===== src/rtl/irs_dma_sequencer.sv =====
// rtl/irs_dma_sequencer.sv - DMA sequencer streaming enabled IRS daughter buffers into the event FIFO
module irs_dma_sequencer #(
  parameter int NUM_DAUGHTERS = 4,
  parameter int DATA_WIDTH    = 16,
  parameter int COUNT_WIDTH   = 12,
  parameter int COUNT_SHIFT   = 6,
  parameter int NMXD_BITS     = 3
) (
  input  logic                  clk_i,
  input  logic                  rst_n_i,
  input  logic [3:0]            addr_i,
  input  logic [7:0]            dat_i,
  input  logic                  wr_i,
  output logic [7:0]            dat_o,
  input  logic [DATA_WIDTH-1:0] irs_dat_i,
  input  logic                  irs_valid_i,
  output logic                  irs_read_o,
  output logic [NMXD_BITS-1:0]  irs_addr_o,
  input  logic                  event_full_i,
  output logic [DATA_WIDTH-1:0] event_dat_o,
  output logic                  event_wr_o,
  output logic                  event_first_o,
  output logic                  event_last_o,
  output logic                  active_o,
  output logic                  done_o
);
  localparam int BW = COUNT_WIDTH - COUNT_SHIFT;
  localparam int SW = NMXD_BITS + 1;

  typedef enum logic [2:0] {S_IDLE, S_SELECT, S_XFER, S_SWITCH, S_DONE} state_t;

  state_t                 r_state;
  logic [BW-1:0]          r_blocks [NUM_DAUGHTERS];
  logic [NUM_DAUGHTERS-1:0] r_mask;
  logic [COUNT_WIDTH-1:0] r_cnt;
  logic [SW-1:0]          r_scan;
  logic [NMXD_BITS-1:0]   r_irs_addr;
  logic                   r_active;
  logic                   r_done;
  logic                   r_done_flag;
  logic                   r_aborted;
  logic                   r_first_pending;
  logic                   r_event_wr;
  logic [DATA_WIDTH-1:0]  r_event_dat;
  logic                   r_event_first;
  logic                   r_event_last;

  logic                   w_csr_wr;
  logic                   w_start;
  logic                   w_abort;
  logic                   w_clear;
  logic                   w_idle;
  logic                   w_final;
  logic                   w_found;
  logic [NMXD_BITS-1:0]   w_pick;
  logic [BW-1:0]          w_pick_blocks;
  logic                   w_higher;
  logic [7:0]             w_rd_data;
  logic                   w_unused_dat;

  assign w_csr_wr     = wr_i && (addr_i == 4'd8);
  assign w_start      = w_csr_wr && dat_i[0];
  assign w_abort      = w_csr_wr && dat_i[1];
  assign w_clear      = w_csr_wr && dat_i[2];
  assign w_idle       = (r_state == S_IDLE);
  assign w_unused_dat = ^dat_i;

  // The final word's own valid cycle already drops the read, so no daughter is over-read.
  assign w_final    = (r_state == S_XFER) && irs_valid_i && (r_cnt == '0);
  assign irs_read_o = (r_state == S_XFER) && !event_full_i && !w_final && !w_abort;

  always_comb begin
    w_found       = 1'b0;
    w_pick        = '0;
    w_pick_blocks = '0;
    w_higher      = 1'b0;
    for (int i = NUM_DAUGHTERS - 1; i >= 0; i--) begin
      if (r_mask[i] && (SW'(i) >= r_scan)) begin
        w_found       = 1'b1;
        w_pick        = NMXD_BITS'(i);
        w_pick_blocks = r_blocks[i];
      end
      if (r_mask[i] && (NMXD_BITS'(i) > r_irs_addr)) begin
        w_higher = 1'b1;
      end
    end
  end

  always_comb begin
    w_rd_data = 8'h00;
    for (int i = 0; i < NUM_DAUGHTERS; i++) begin
      if (addr_i == 4'(i)) begin
        w_rd_data = 8'(r_blocks[i]);
      end
    end
    if (addr_i == 4'd8) begin
      w_rd_data = {5'b00000, r_aborted, r_done_flag, r_active};
    end
    if (addr_i == 4'd9) begin
      w_rd_data = 8'(r_mask);
    end
  end

  always_ff @(posedge clk_i or negedge rst_n_i) begin
    if (!rst_n_i) begin
      r_state         <= S_IDLE;
      for (int i = 0; i < NUM_DAUGHTERS; i++) begin
        r_blocks[i] <= '0;
      end
      r_mask          <= '1;
      r_cnt           <= '0;
      r_scan          <= '0;
      r_irs_addr      <= '0;
      r_active        <= 1'b0;
      r_done          <= 1'b0;
      r_done_flag     <= 1'b0;
      r_aborted       <= 1'b0;
      r_first_pending <= 1'b0;
      r_event_wr      <= 1'b0;
      r_event_dat     <= '0;
      r_event_first   <= 1'b0;
      r_event_last    <= 1'b0;
    end else begin
      r_done        <= 1'b0;
      r_event_wr    <= 1'b0;
      r_event_first <= 1'b0;
      r_event_last  <= 1'b0;

      if (wr_i && w_idle) begin
        for (int i = 0; i < NUM_DAUGHTERS; i++) begin
          if (addr_i == 4'(i)) begin
            r_blocks[i] <= dat_i[BW-1:0];
          end
        end
        if (addr_i == 4'd9) begin
          r_mask <= dat_i[NUM_DAUGHTERS-1:0];
        end
        if (w_clear) begin
          r_done_flag <= 1'b0;
          r_aborted   <= 1'b0;
        end
      end

      // A word already in flight when abort lands is still delivered, but never tagged last.
      if ((r_state == S_XFER) && irs_valid_i) begin
        r_event_wr      <= 1'b1;
        r_event_dat     <= irs_dat_i;
        r_event_first   <= r_first_pending;
        r_first_pending <= 1'b0;
        r_event_last    <= w_final && !w_higher && !w_abort;
      end

      if (w_abort && !w_idle && (r_state != S_DONE)) begin
        r_state   <= S_IDLE;
        r_active  <= 1'b0;
        r_done    <= 1'b1;
        r_aborted <= 1'b1;
      end else begin
        case (r_state)
          S_IDLE: begin
            if (w_start && !w_abort) begin
              r_state         <= S_SELECT;
              r_active        <= 1'b1;
              r_scan          <= '0;
              r_first_pending <= 1'b1;
            end
          end
          S_SELECT: begin
            if (w_found) begin
              r_irs_addr <= w_pick;
              r_cnt      <= {w_pick_blocks, {COUNT_SHIFT{1'b0}}};
              r_state    <= S_XFER;
            end else begin
              r_state     <= S_DONE;
              r_active    <= 1'b0;
              r_done      <= 1'b1;
              r_done_flag <= 1'b1;
            end
          end
          S_XFER: begin
            if (irs_valid_i) begin
              if (r_cnt == '0) begin
                r_state <= S_SWITCH;
              end else begin
                r_cnt <= r_cnt - 1'b1;
              end
            end
          end
          S_SWITCH: begin
            r_scan  <= SW'(r_irs_addr) + SW'(1);
            r_state <= S_SELECT;
          end
          S_DONE: begin
            r_state <= S_IDLE;
          end
          default: begin
            r_state <= S_IDLE;
          end
        endcase
      end
    end
  end

  assign dat_o         = w_rd_data;
  assign irs_addr_o    = r_irs_addr;
  assign event_dat_o   = r_event_dat;
  assign event_wr_o    = r_event_wr;
  assign event_first_o = r_event_first;
  assign event_last_o  = r_event_last;
  assign active_o      = r_active;
  assign done_o        = r_done;

endmodule


===== config.mk =====
export PLATFORM = sky130hd
export DESIGN_NAME = irs_dma_sequencer
export DESIGN_NICKNAME = d
export VERILOG_FILES = /design/src/rtl/irs_dma_sequencer.sv
export SDC_FILE = /design/constraint.sdc
export NUM_CORES = 1
export LEC_CHECK = 0
export ABC_CLOCK_PERIOD_IN_PS = 4770
export CAP_MARGIN = 20
export CORE_ASPECT_RATIO = 1.25
export CORE_MARGIN = 1
export CORE_UTILIZATION = 50
export CTS_CLUSTER_SIZE = 16
export DETAILED_ROUTE_END_ITERATION = 10
export MAX_ROUTING_LAYER = met4
export PLACE_DENSITY = 0.77
export REMOVE_ABC_BUFFERS = 1
export SETUP_SLACK_MARGIN = 0.1
export SYNTH_ARGS = -nofsm -noshare
export SYNTH_HDL_FRONTEND = slang
export SYNTH_SLANG_ARGS = --single-unit

===== constraint.sdc =====
create_clock -name clk_i -period 4.77 [get_ports clk_i]
set_input_delay 0.7155 -clock clk_i [delete_from_list [all_inputs] [get_ports clk_i]]
set_output_delay 0.7155 -clock clk_i [all_outputs]
set_load 0.03 [all_outputs]

==> impl_metrics.toml <==
[sta]
drv_slew = 0
fmax_ghz = 0.2567
whs_ns = 0.4048
grt_setup_unrepaired = "no"
finalCritPeriodShare_pct = 81.66
finalHoldViolCount = 0
finalSetupTns_ns = 0
max_slew_margin_pct = 52.50
skew_ns = 0.009277
worst_pin_slew_ns = 0.7108
fin_crit_ns = 3.895
setup_viol = 0
final.setup.worst_slack_ns = 0.8747

[die]
die_area_um2 = 7622
rows = 34
initial_utilization_pct = 51.82
ioPinCount = 66
die_height_um = 97.36
die_w_um = 78.29
core_um2 = 7019

[power_and_ir_drop]
peakVddDrop_mv = 0.3475
p_total_mw = 2.695
power_frac_clock_pct = 17.0
p_sw_share_pct = 38.97
combPwrFrac_pct = 44.8
power_density_nw_per_um2 = 603.0
p_int_mw = 1.645
p_sw_mw = 1.050
p_leak_nw = 1.884
seqPwrFrac_pct = 38.3

[layout]
final_common_cell = "dfrtp_1"
final_area_um2 = 4469
drive_gt1_share_pct = 22.73
diodes = 0
fin_util_pct = 63.67
stdcell_count = 464
final_cell_mix = "dfrtp_1 (68), clkdlybuf4s50_1 (59), mux2_2 (44)"
syn2layout_area_growth_pct = 22.88
fin_nets = 407

[critical_path]
critPathMaxFanout = 12
critical_path.most_common_cell = "clkdlybuf4s50_1"
r2r_setup_slack_ns = 2.33
critPathSlowestCell = "clkdlybuf4s50_1"
critical_path_class = "in -> out"
max_stage_delay_ns = 0.72
cp_data_arrival_time_ns = 3.18
crit_path_start_kind = "input port"
crit_chain = "clkdlybuf4s50_1 > nor3b_2 > nand4b_1 > nor4b_1 > clkdlybuf4s50_1"
cp_data_required_time_ns = 4.05
critPathCaptureType = "primary output"

[synthesis]
synth_edf_count = 0
ys_types = 61
synthFlopType = "dfrtp_1"
synth_top_cell_by_area = "dfrtp_1"
seq_area_frac_synth_pct = 49.67
synthArstFlopShare_pct = 100.0
postSynthCellCount = 310
synth_area_leaders = "dfrtp_1 (47%), mux2_2 (14%), mux4_2 (3.7%)"
yosys.area.top_type_share_pct = 46.78
ys_seq_elements = 72
syn_avg_cell_area_um2 = 11.73
yosys_warnings = 0
synth.cell_area_um2 = 3637

[drt]
drtIter0Drc = 219
drcViolationCount = 0
wire_per_inst_um = 17.00
first_pass_iters = 5
vias = 2672
wirelength_mm = 7.890
vias_per_cell = 5.759
ant_nets = 0

[placement]
dp_cells = 449
placed_area_um2 = 4278
hpwl_mm = 5.547
gp_congestion = 0.8733
io_buffers = 60
post-place-ws_ns = 0.9382

[global_routing]
first_global_vias = 2815
grtUsageTotal_pct = 23.80
grt_overflow = 0
grt_pass1_wl_mm = 13.44
antenna_found_initial = 0
grt_max_degree = 41

[flow_run]
maxCapViolCount = 0

[clock_network]
clkLatencyLatePin_ns = 0.35
clockBufferDepth = 2
cts_root_buffer = "clkbuf_8"
numCtsBuffers = 9
cts_hold_buf = 0
cts_max_level = 3
cts_resized = 0
clkSinkCount = 72
cts_tree = "done"
post_cts_buffers = 0
clkTransAtPathRegs_ns = 0.08

[run_status]
status = "finished clean"

[min_path]
hp-class = "in -> async"
state kept, by name, summed over array words and instances (netlist names), 2 cells and up:
register,cells
event_dat_o,16
irs_addr_o,2
r_blocks,24
r_cnt,12
r_mask,4
r_scan,3
r_state,3
Yosys cell counts, drive strengths merged, types with 2 or more instances:
library cell	count
a31oi	2
a221oi	5
mux2	44
nor2b	3
a21o	3
buf	14
nor3b	5
ha	4
nor2	28
nor3	9
dfrtp	68
dfstp	4
nor4	4
nand3	6
mux4	6
o221ai	5
a21oi	5
a22o	3
and2	4
inv	8
o21ai	23
nand4	3
nor4b	2
mux2i	3
nand2	17
o22ai	2
o22a	2
o31ai	2
and3	2
nand2b	4
nand4b	2
power groups by stage:
stage          registers [mW]  logic, mW  clock network (mW)
2_1_floorplan            1.16      0.647                   0
3_3_place_gp             1.02       1.18                   0
3_5_place_dp             1.04       1.20                   0
4_1_cts                  1.03       1.21               0.465
5_1_grt                  1.07       1.31               0.496
6_report                 1.03       1.21               0.457
path summary, 6_finish.rpt:
| check | start | to | depth (start not counted) |
|---|---|---|---|
| min | rst_n_i | r_first_pending | 1 |
| min reg2reg | r_done_flag | r_done_flag | 1 |
| max | addr_i[1] | irs_read_o | 5 |
| max in group asynchronous | rst_n_i | r_blocks[20] | 2 |
| max reg2reg | r_state[0] | r_cnt[11] | 6 |
| min in group clk_i | r_done_flag | r_done_flag | 1 |
cells by family (layout without fill, tap and decap cells):
group	count (synthesis)	count (layout)	synth area share [%]
adders and majority gates	4	4	1.376
buffers and inverters	24	86	3.543
AOI/OAI and AO/OA	62	62	12.52
other	1	3	0.1031
muxes	53	53	18.16
xor gates and xnor gates	1	1	0.2408
DFF	72	72	49.67
and+or+nand+nor	93	93	14.38
routing by layer:
| metal | GRT usage [%] | share of wire [%] |
|---|---|---|
| met1 | 30.41 | 42 |
| met2 | 37.25 | 50 |
| met3 | 4.319 | 5.2 |
| met4 | 9.972 | 1.9 |
| met5 | - | 0 |
critical path, delay by kind of cell:
family                 cells  cell delay [ns]
AND/OR/NAND/NOR            3             1.11
buffers and inverters      2             1.35
layout make-up:
type | count | area (um2)
inverters | 9 | 38.79
clock buffers | 13 | 178.9
flip-flops and latches | 72 | 1807
multi-input cells | 216 | 1709
fillers | 557 | 2550
repair buffers | 62 | 610.6
well taps | 90 | 112.6
clock inverters | 2 | 12.51
Note: power is estimated with default switching activity, not from simulation.
